**src/rtl/vpipe_fetch_issue.sv**
```systemverilog
// vpipe_fetch_issue: instruction fetch front-end for a small processor.
// Fetches 6-bit instructions from an instruction memory with a fixed
// one-cycle response latency, buffers them in a 4-entry FIFO and presents
// the FIFO head to the processor.
//
// Optional feature macro: VPIPE_FETCH_PERF_EN adds the saturating
// perf_issued / perf_stall counters and their output ports.
//
// Handshake: the head instruction transfers on a cycle where
// issue_valid && issue_ready are both 1; issue_valid never depends on
// issue_ready, and the head stays stable until it is popped or a redirect
// flushes the queue.
module vpipe_fetch_issue (
  input  logic       clk,
  input  logic       rst,
  input  logic       start,
  input  logic [7:0] start_pc,
  input  logic       halt,
  input  logic       redirect,
  input  logic [7:0] redirect_pc,
  output logic       imem_req,
  output logic [7:0] imem_addr,
  input  logic       imem_rsp_valid,
  input  logic [5:0] imem_rsp_data,
  output logic       issue_valid,
  input  logic       issue_ready,
  output logic [1:0] op,
  output logic [1:0] operand1,
  output logic [1:0] operand2,
  output logic       busy
`ifdef VPIPE_FETCH_PERF_EN
  ,
  output logic [15:0] perf_issued,
  output logic [15:0] perf_stall
`endif
);

  typedef enum logic [1:0] {
    S_IDLE     = 2'd0,
    S_RUN      = 2'd1,
    S_REDIRECT = 2'd2,
    S_DRAIN    = 2'd3
  } state_t;

  state_t      r_state;
  state_t      w_state_nxt;
  logic [7:0]  r_pc;
  logic [2:0]  r_count;
  logic [1:0]  r_head;
  logic [1:0]  r_tail;
  logic        r_inflight;
  logic [5:0]  r_mem [4];

  logic        w_redir;
  logic        w_push;
  logic        w_pop;
  logic [5:0]  w_head_data;
  logic [2:0]  w_occupancy;

  // A redirect only takes effect where fetching can be under way.
  assign w_redir     = redirect && ((r_state == S_RUN) || (r_state == S_DRAIN));
  // Responses landing in the REDIRECT cycle belong to the old stream.
  assign w_push      = imem_rsp_valid && r_inflight && (r_state != S_REDIRECT);
  assign w_pop       = issue_valid && issue_ready;
  assign w_head_data = r_mem[r_head];
  assign w_occupancy = r_count + {2'b00, r_inflight};

  // State register.
  always_ff @(posedge clk) begin
    if (rst) r_state <= S_IDLE;
    else     r_state <= w_state_nxt;
  end

  // Next-state logic; redirect outranks halt in RUN.
  always_comb begin
    w_state_nxt = r_state;
    case (r_state)
      S_IDLE:     if (start) w_state_nxt = S_RUN;
      S_RUN: begin
        if (redirect)  w_state_nxt = S_REDIRECT;
        else if (halt) w_state_nxt = S_DRAIN;
      end
      S_REDIRECT: w_state_nxt = S_RUN;
      S_DRAIN: begin
        if (redirect)                             w_state_nxt = S_REDIRECT;
        else if ((r_count == 3'd0) && !r_inflight) w_state_nxt = S_IDLE;
      end
      default:    w_state_nxt = S_IDLE;
    endcase
  end

  // FSM-driven outputs: request only while queue plus in-flight slot has room.
  always_comb begin
    imem_req  = (r_state == S_RUN) && (w_occupancy < 3'd4);
    imem_addr = r_pc;
    busy      = (r_state != S_IDLE);
  end

  // Issue outputs: a proc no-op whenever the queue is empty.
  always_comb begin
    issue_valid = (r_count != 3'd0);
    op          = 2'b11;
    operand1    = 2'b00;
    operand2    = 2'b00;
    if (issue_valid) begin
      op       = w_head_data[5:4];
      operand1 = w_head_data[3:2];
      operand2 = w_head_data[1:0];
    end
  end

  // Fetch pointer: redirect/start load it, each request advances it (wraps at 256).
  always_ff @(posedge clk) begin
    if (rst)                             r_pc <= 8'd0;
    else if (w_redir)                    r_pc <= redirect_pc;
    else if ((r_state == S_IDLE) && start) r_pc <= start_pc;
    else if (imem_req)                   r_pc <= r_pc + 8'd1;
  end

  // In-flight flag: the request issued last cycle expects a response now.
  always_ff @(posedge clk) begin
    if (rst) r_inflight <= 1'b0;
    else     r_inflight <= imem_req;
  end

  // Queue pointers and count; a redirect flushes everything in the same edge.
  always_ff @(posedge clk) begin
    if (rst || w_redir) begin
      r_count <= 3'd0;
      r_head  <= 2'd0;
      r_tail  <= 2'd0;
    end else begin
      if (w_push) r_tail <= r_tail + 2'd1;
      if (w_pop)  r_head <= r_head + 2'd1;
      case ({w_push, w_pop})
        2'b10:   r_count <= r_count + 3'd1;
        2'b01:   r_count <= r_count - 3'd1;
        default: r_count <= r_count;
      endcase
    end
  end

  // Queue storage; contents are only meaningful below count, so no reset.
  always_ff @(posedge clk) begin
    if (!rst && !w_redir && w_push) r_mem[r_tail] <= imem_rsp_data;
  end

`ifdef VPIPE_FETCH_PERF_EN
  // Saturating counters of issued instructions and starved RUN cycles.
  always_ff @(posedge clk) begin
    if (rst) begin
      perf_issued <= 16'd0;
      perf_stall  <= 16'd0;
    end else begin
      if (w_pop && (perf_issued != 16'hFFFF)) perf_issued <= perf_issued + 16'd1;
      if ((r_state == S_RUN) && !issue_valid && (perf_stall != 16'hFFFF))
        perf_stall <= perf_stall + 16'd1;
    end
  end
`endif

  // Request throttling keeps the queue from ever overfilling.
  a_count_max: assert property (@(posedge clk) disable iff (rst) r_count <= 3'd4);

endmodule

```
**config.mk**
```make
export PLATFORM = sky130hd
export DESIGN_NAME = vpipe_fetch_issue
export DESIGN_NICKNAME = d
export VERILOG_FILES = /design/src/rtl/vpipe_fetch_issue.sv
export SDC_FILE = /design/constraint.sdc
export NUM_CORES = 1
export LEC_CHECK = 0
export ABC_AREA = 1
export BUFFER_PORTS_ARGS = -buffer_cell sky130_fd_sc_hd__buf_2
export CAP_MARGIN = 20
export CORE_MARGIN = 2
export CORE_UTILIZATION = 30
export DETAILED_ROUTE_END_ITERATION = 12
export HOLD_SLACK_MARGIN = 0.12
export MAX_ROUTING_LAYER = met4
export PLACE_DENSITY = 0.52
export RECOVER_POWER = 50
export SYNTH_ARGS = -nofsm -noshare
export SYNTH_HDL_FRONTEND = slang
export SYNTH_SLANG_ARGS = --single-unit
```
**constraint.sdc**
```tcl
create_clock -name clk -period 2 [get_ports clk]
set_input_delay 0.4 -clock clk [delete_from_list [all_inputs] [get_ports clk]]
set_output_delay 0.4 -clock clk [all_outputs]
set_load 0.005 [all_outputs]
```
==> results.cfg, run 1 <==
[clocking]
root_buffer = clkbuf_8
cts_tree = yes
cts.sinks = 44
numCtsBuffers = 5
cts_max_level = 2
clk_pin_slew_worst_paths_ps = 80
ctsHoldBuffers = 0
clockBufferDepth = 2
clock_latency_ps = 300

[timing]
fin_tns_setup_ps = 0
finalSetupViolCount = 0
final_hold_viol_count = 0
slew_viol_final = 0
max-slew-margin-rel = 0.7641
fin_crit_sh = 0.9329
tightest_slew_ps = 350.2
timing.fmax_mhz = 535.9
finClkSkew_ps = 11.83
rsz0062_at_grt = false
min_period_ps = 1866

[yosys]
yosysUniqueCellTypes = 31
yosysWarningCount = 0
ys_seq_area_frac = 0.5037
ys_seq_elements = 44
synth_area_per_cell_um2 = 8.214
synth_flop_cell = edfxtp_1
synthCells = 271
synth_edf_count = 24
syn-cell-area_mm2 = 0.002226
synthArstFlopShare = 0
synth_nets = 307

[worst_hold_path]
hold_path_depth = 1
hold_class = in -> reg

[global_routing]
grt_pass1_vias = 1726
grt.met3_usage = 0.02766
use_met2 = 0.2055
gr-usage-met1 = 0.1703
overflow = 0
antenna_found_initial = 0
gr-max-usage-layer = met2
grt_max_degree = 17
track_usage = 0.1320
grt_pass1_wl_mm = 8.286

[placed_design]
port_buffers = 45
gp_congestion = 0.7830
placedInstanceArea_mm2 = 0.002626
placed_cells = 421
hpwl_mm = 3.628

[floorplan]
initial_utilization = 0.3085
fp-row-count = 31
die_h_um = 90.14
die_x_um = 90.14
design.die.area_mm2 = 0.008124
core_mm2 = 0.007214
io_pins = 46

[routing]
drt-vias-per-instance = 4.411
wl_mm = 5.052
vias = 1901
drtIter0Drc = 59
dr.pass1.iters = 4
final_antenna_net_count = 0
wl_per_cell_um = 11.72
drc_errors = 0

[critical_path]
crit_path_end_kind = flip-flop
worstPathMaxFanout = 5
worstPathRequired_ps = 2190
r2r_cells = 11
crit_arrival_ps = 2060
cp-start-kind = flip-flop
crit_type = reg -> reg

[power_and_ir_drop]
pwr-share-seq = 0.500
ir_drop_mv = 0.2872
p_per_area_mw_per_mm2 = 755.6
p_int_uw = 1508
p_sw_uw = 566.9
power.share.clock = 0.329
swShare = 0.2732
combPwrFrac = 0.172
leakage_uw = 0.001160

[run_status]
status = finished clean

[final_layout]
fillers = 776
fin_area_mm2 = 0.002746
stdcell_count = 431
antennaDiodeCount = 0
register_area_mm2 = 0.001124
area_growth_pct = 23.38
fin_nets = 367
drive_above_1_share = 0.2380
multi_input_area_um2 = 932.1

[run]
drv_cap = 0
placed cells by master, fill, tap and decap left out, types with 2 or more instances in the layout:
master,netlist,routed
ha_1,6,6
buf_2,1,39
inv_2,4,4
nand2_2,2,2
dfxtp_2,0,2
clkinvlp_2,0,2
xor2_1,2,2
nor2_2,3,3
edfxtp_1,24,24
dfxtp_1,20,18
or2_2,2,2
clkinvlp_4,0,2
o21ai_0,17,15
nand3_1,17,18
nor2_1,54,54
a21oi_1,15,14
clkbuf_8,0,5
clkbuf_1,3,7
inv_1,31,30
buf_4,0,12
o21ai_1,6,8
nand4_1,4,4
nand2_1,43,43
nand3b_1,2,2
power groups by stage:
stage                     Clock, µW  Sequential (µW)  Combinational, µW
final                           682             1040                356
after global placement            0             1050                357
after CTS                       696             1030                360
after floorplan                   0             1050                229
after detailed placement          0             1060                358
after global routing            738             1050                414
flip-flops by register name, indices dropped and copies added, names as in the netlist, named ones only:
name	count
imem_addr	8
r_inflight	1
r_head	2
r_tail	2
r_mem	24
r_state	2
r_count	3
synthesized netlist by cell type (all sizes together), types with 3 or more instances:
cell type  instances  share of area
a21oi             15          0.034
buf                3          0.012
clkbuf             3         0.0051
dfxtp             20           0.18
edfxtp            24           0.32
ha                 6          0.034
inv               35          0.059
nand2             45          0.078
nand3             19          0.047
nand4              4          0.011
nor2              58           0.10
o21ai             23          0.052
or2                3         0.0084
through the flow:
| stage | util | setup WS [ps] | total power [µW] | hold WS [ps] |
|---|---|---|---|---|
| 2_1_floorplan | - | 91.32 | 1278 | 435.6 |
| 3_3_place_gp | 0.3640 | 111.3 | 1412 | 457.2 |
| 3_5_place_dp | 0.3640 | 52.65 | 1414 | 457.0 |
| 4_1_cts | 0.3795 | 35.56 | 2091 | 313.6 |
| 5_1_grt | 0.3807 | 8.705 | 2198 | 368.5 |
| 6_report | 0.3807 | 134.1 | 2075 | 362.5 |
routing by layer:
metal	vias to the layer above	wire, µm
met5	-	0
met4	0	78
met3	8	230
met2	47	2355
met1	838	2388
li1	1008	-
cell families after synthesis:
| group | count (synthesis) | share of synthesized area |
|---|---|---|
| adder cells (fa/ha/maj) | 7 | 0.04272 |
| buffers and inverters | 42 | 0.07813 |
| flip-flops | 44 | 0.5037 |
| XOR/XNOR | 2 | 0.007871 |
| AO/OA/AOI/OAI | 44 | 0.1091 |
| AND/OR/NAND/NOR | 132 | 0.2586 |
final timing paths:
path | from | slack [ps] | end
worst min-delay path | imem_rsp_data[0] | 360 | r_mem[2][0]$_DFFE_PP_
worst max register to register | r_count[1]$_SDFFE_PP0P_ | 130 | r_count[2]$_SDFFE_PP0P_
worst min register to register | r_head[1]$_SDFFE_PP0P_ | 470 | flip-flop
worst max-delay path | r_count[1]$_SDFFE_PP0P_ | 130 | r_count[2]$_SDFFE_PP0P_
final cells by class:
class                           count  area share
Multi-Input combinational cell    185      0.3394
Sequential cell                    44      0.4091
Tap cell                           99     0.04510
Clock inverter                      3     0.01549
Timing Repair Buffer               58      0.1134
Clock buffer                        5     0.02506
Inverter                           36     0.05057
Timing Repair inverter              1    0.001822
critical path, cell delays in order (launching register included):
cell     delay (ps)
dfxtp_2         350
inv_1            70
nand3_1         100
inv_1            80
nor2_4          130
ha_1            160
inv_1            90
fa_2            370
a21oi_2         150
o21ai_1          90
o21ai_1         130
a21oi_1          50
what timing repair did:
action                                  in CTS  in global routing
buffers inserted                             0                  1
endpoints found under the setup margin       0                  3
resized for setup                            0                  8
No activity file was read; power rests on OpenSTA's default activity.
==> run 2: changes to the inputs <==
GPL_TIMING_DRIVEN = 0   (was unset)
==> run 2 against run 1 <==
  * Largest power group unchanged
  * Sequential power barely moved
  * Non-clock buffer count down 8
  * Sequential share of layout area rose by 0.41 points
  * Combinational power is 2% higher
==> results.cfg, run 2 (synthesis results as in run 1) <==
[critical_path]
cp-start-kind = flip-flop
crit_arrival_ps = 1910
worstPathCellList = nand2_2, inv_2, nor2_2, inv_2, or2_1, nor2_2
crit_path_end_kind = flip-flop
worstPathMaxFanout = 8
crit_type = reg -> reg
r2r_slack_ps = 50
slowest_delay_ps = 390
worstPathRequired_ps = 1950
slowest_stage = dfxtp_1

[global_routing]
grt_pass1_vias = 1866
overflow = 0
grt_max_degree = 16
antenna_found_initial = 0
track_usage = 0.1394
grt_pass1_wl_mm = 8.935

[placed_design]
hpwl_mm = 3.662
port_buffers = 44
placed_cells = 414
place_ws_ps = -302.1
gp_congestion = 0.7640

[routing]
wl_per_cell_um = 11.89
vias = 1888
drt-vias-per-instance = 4.474
dr.pass1.iters = 4
drc_errors = 0
wl_mm = 5.016
final_antenna_net_count = 0
drtIter0Drc = 81

[timing]
hold_slack_ps = 360.2
timing.fmax_mhz = 512.3
min_period_ps = 1952
fin_tns_setup_ps = 0
slew_viol_final = 0
tightest_slew_ps = 473.5
finClkSkew_ps = 10.87
final_hold_viol_count = 0
finalWorstSetupSlack_ps = 47.87
finalSetupViolCount = 0
fin_crit_sh = 0.9761
max-slew-margin-rel = 0.6843
rsz0062_at_grt = true

[floorplan]
initial_utilization = 0.3085
die_h_um = 90.14
io_pins = 46
fp-row-count = 31
design.die.area_mm2 = 0.008124
core_mm2 = 0.007214
die_x_um = 90.14

[worst_hold_path]
hold_class = in -> reg

[run]
drv_cap = 0

[clocking]
clk_pin_slew_worst_paths_ps = 90
ctsHoldBuffers = 0
root_buffer = clkbuf_8
cts_tree = yes
clockBufferDepth = 2
clock_latency_ps = 300
numCtsBuffers = 5
cts.sinks = 44
cts_max_level = 2

[final_layout]
fin_nets = 358
register_area_mm2 = 0.001129
multi_input_area_um2 = 967.2
regMostFlops = r_mem
drive_above_1_share = 0.2539
fillers = 786
mostFrequentLayoutCells = nor2_1 (50), nand2_1 (43), buf_2 (39)
final_common_cell = nor2_1
largest_reg_flops = 24
antennaDiodeCount = 0
area_growth_pct = 22.71
final_util = 0.3786
stdcell_count = 422

[power_and_ir_drop]
ir_drop_mv = 0.3327
power.share.clock = 0.336
p_int_uw = 1519
swShare = 0.2804
leakage_uw = 0.001136
p_sw_uw = 591.7
pwr-share-seq = 0.492
combPwrFrac = 0.172
p_per_area_mw_per_mm2 = 772.6

[run_status]
status = finished clean
==> run 2: cell types whose count changed in the layout (fill, tap and decap cells not counted), sizes merged <==
cell | before | now
buf | 51 | 42
inv | 34 | 36
clkinvlp | 4 | 1
clkbuf | 12 | 13
==> run 2: worst paths after layout <==
| kind | start | to | cells past startpoint |
|---|---|---|---|
| worst min-delay path | imem_rsp_data[0] | r_mem[2][0]$_DFFE_PP_ | 1 |
| worst max-delay path | r_state[0]$_SDFFE_PP0P_ | r_mem[2][4]$_DFFE_PP_ | 6 |
| worst min register to register | r_head[1]$_SDFFE_PP0P_ | r_head[1]$_SDFFE_PP0P_ | 2 |
| worst max register to register | r_state[0]$_SDFFE_PP0P_ | r_mem[2][4]$_DFFE_PP_ | 6 |
==> run 2: critical path: cells and delay by family (launching register included) <==
kind                   cells  cell delay (ps)
flip-flops                 1              390
buffers and inverters      2              170
AND/OR/NAND/NOR            4             1040
==> run 2: layout make-up <==
class / instances / area share
Clock buffer: 5 / 0.02519
Multi-Input combinational cell: 185 / 0.3541
Clock inverter: 3 / 0.01695
Timing Repair Buffer: 45 / 0.08062
Buffer: 5 / 0.01420
Sequential cell: 44 / 0.4132
Inverter: 36 / 0.05039
Tap cell: 99 / 0.04535
==> run 2: repair_timing <==
action                                  4_1_cts  5_1_grt
pin swaps                                     0        4
gates resized for setup                      10       16
endpoints found under the hold margin         0        0
buffers inserted                              0        1
endpoints found under the setup margin       32       31
==> run 2: stage by stage <==
stage	instance area (µm²)	power, µW
5_1_grt	2731	2234
6_report	2731	2110
3_5_place_dp	2570	1412
3_3_place_gp	2570	1410
4_1_cts	2708	2123
2_1_floorplan	2226	1278
==> run 2: layer usage <==
metal,wire length (µm),global-route usage,vias up
met2,2277,0.2180,40
met1,2512,0.1815,852
li1,-,-,991
met3,195,0.03353,5
met5,0,-,-
met4,31,0.03846,0
==> run 2: power by group through the flow <==
stage	clock network, µW	registers [µW]	logic (µW)
after floorplan	0	1050	229
after global placement	0	1060	353
after detailed placement	0	1060	355
after CTS	725	1040	361
after global routing	763	1050	422
final	710	1040	362
==> run 3: changes to the inputs <==
--- a/config.mk
+++ b/config.mk
@@ -11,4 +11,5 @@
 export CORE_MARGIN = 2
 export CORE_UTILIZATION = 30
+export CTS_CLUSTER_SIZE = 14
 export DETAILED_ROUTE_END_ITERATION = 12
 export GPL_TIMING_DRIVEN = 0
==> constraint.sdc (replaced) <==
create_clock -name clk -period 1.7 [get_ports clk]
set_input_delay 0.085 -clock clk [delete_from_list [all_inputs] [get_ports clk]]
set_output_delay 0.085 -clock clk [all_outputs]
set_load 0.005 [all_outputs]
==> run 3 against run 2 <==
  * The run now ends with setup timing left
  * Flip-flop and latch count unchanged
  * Setup slack got worse by 61 ps
  * Sequential share of layout area shrank 2.8 points
  * Global-route usage shrank 0.82 points
==> results.cfg, run 3 (synthesis results as in run 1) <==
[run_status]
status = finished, violations left
violations = setup timing

[timing]
timing.fmax_mhz = 583.8
max-slew-margin-rel = 0.6518
fin_crit_sh = 1.008
finalWorstSetupSlack_ps = -12.95
fin_tns_setup_ps = -12.95
slew_viol_final = 0
min_period_ps = 1713
tightest_slew_ps = 522.3
finClkSkew_ps = 6.290
rsz0062_at_grt = true
finalSetupViolCount = 1
final_hold_viol_count = 0

[clocking]
cts_tree = yes
clockBufferDepth = 2
clk_pin_slew_worst_paths_ps = 90
cts_max_level = 2
root_buffer = clkbuf_8
clock_latency_ps = 290
numCtsBuffers = 5
cts.sinks = 44

[global_routing]
overflow = 0
use_met2 = 0.2018
grt.met3_usage = 0.02263
grt_pass1_wl_mm = 8.355
grt_pass1_vias = 1777
gr-max-usage-layer = met2
antenna_found_initial = 0
track_usage = 0.1312
gr-usage-met1 = 0.1783
grt_max_degree = 16

[final_layout]
area_growth_pct = 32.60
fin_nets = 377
final_common_cell = nor2_1
mostFrequentLayoutCells = nor2_1 (50), nand2_1 (43), buf_2 (37)
antennaDiodeCount = 0
largest_reg_flops = 24
regMostFlops = r_mem
stdcell_count = 441
fin_area_mm2 = 0.002952
drive_above_1_share = 0.2778

[critical_path]
r2r_cells = 11
worstPathCellList = inv_4, nand3_4, inv_6, nor2_4, ha_4, inv_4, fa_2, a21oi_2, o21ai_1, o21ai_1, a21oi_1
rr_endpoint = r_count[2]$_SDFFE_PP0P_
worstPathMaxFanout = 3
slowest_delay_ps = 370
crit_start = r_count[0]$_SDFFE_PP0P_
crit_path_end_kind = flip-flop
worstPathRequired_ps = 1880
cp.buffers_inverters = 3
crit_end = r_count[2]$_SDFFE_PP0P_
cpLargestDelayFamily = adder cells
cp_num_cells = 11
crit_arrival_ps = 1890
slowest_stage = dfxtp_4
r2r-start = r_count[0]$_SDFFE_PP0P_
cp-start-kind = flip-flop
r2r_slack_ps = -10
crit_type = reg -> reg

[routing]
final_antenna_net_count = 0
drtIter0Drc = 58
drt-vias-per-instance = 4.399
wl_per_cell_um = 11.62
drc_errors = 0
dr.pass1.iters = 4
wl_mm = 5.124
vias = 1940

[floorplan]
die_x_um = 90.14
die_h_um = 90.14
initial_utilization = 0.3085
fp-row-count = 31
design.die.area_mm2 = 0.008124
io_pins = 46
core_mm2 = 0.007214

[placed_design]
hpwl_mm = 3.641
port_buffers = 44
placedInstanceArea_mm2 = 0.002594
place_ws_ps = -431.6
placed_cells = 414
gp_congestion = 0.8275

[power_and_ir_drop]
ir_drop_mv = 0.3776
leakage_uw = 0.001236
fin_total_pwr_uw = 2528
p_per_area_mw_per_mm2 = 856.5

[worst_hold_path]
hold_class = in -> reg

[run]
drv_cap = 0
## run 3: how the worst min path moves through the flow
stage	endpoint	from	depth (start not counted)	slack, ps
finish	imem_addr[2]$_SDFFE_PP0P_	redirect_pc[2]	5	130
floorplan	r_mem[0][0]$_DFFE_PP_	imem_rsp_data[0]	0	180
global route	imem_addr[4]$_SDFFE_PP0P_	redirect_pc[4]	5	140
detailed placement	r_mem[0][3]$_DFFE_PP_	imem_rsp_data[3]	1	310
global placement	r_mem[2][4]$_DFFE_PP_	imem_rsp_data[4]	1	300
CTS	imem_addr[2]$_SDFFE_PP0P_	redirect_pc[2]	5	120
## run 3: per-layer routing
metal  part of all wire  vias up  routed length [µm]
li1                   -     1027                   -
met4             0.0062        0                  32
met3              0.033        2                 169
met2               0.46       38                2367
met5                  0        -                   0
met1               0.50      873                2553
## run 3: cell type report
cell class | instances | area, µm²
multi-input combinational | 185 | 1008
tap | 99 | 123.9
inverter | 36 | 145.1
fill | 781 | 4263
clock inverter | 3 | 47.55
buffer | 5 | 38.79
clock buffer | 5 | 68.82
sequential | 44 | 1136
timing repair buffer | 64 | 382.9
## run 3: report_power, final
group	leakage [µW]	internal, µW	switching (µW)
registers	0.000383	1160	55.5
logic	0.000794	225	266
clock network	0.0000583	443	375
## run 3: stage by stage
step | hold slack [ps] | utilization
floorplan | 183.9 | -
global placement | 302.7 | 0.3595
detailed placement | 305.6 | 0.3595
CTS | 124.9 | 0.4063
global route | 144.5 | 0.4091
finish | 128.3 | 0.4091
## run 3: tightest hold or removal path, delay by kind of cell
family | cells | cell delay [ps]
buf+inv | 1 | 80
simple gates | 4 | 230
## run 3: timing repair
item	in CTS	in global routing
hold endpoints to repair	27	0
endpoints found under the setup margin	32	16
buffers inserted	8	3
gates resized for setup	21	8
hold buffers	9	0
pin swaps	9	7
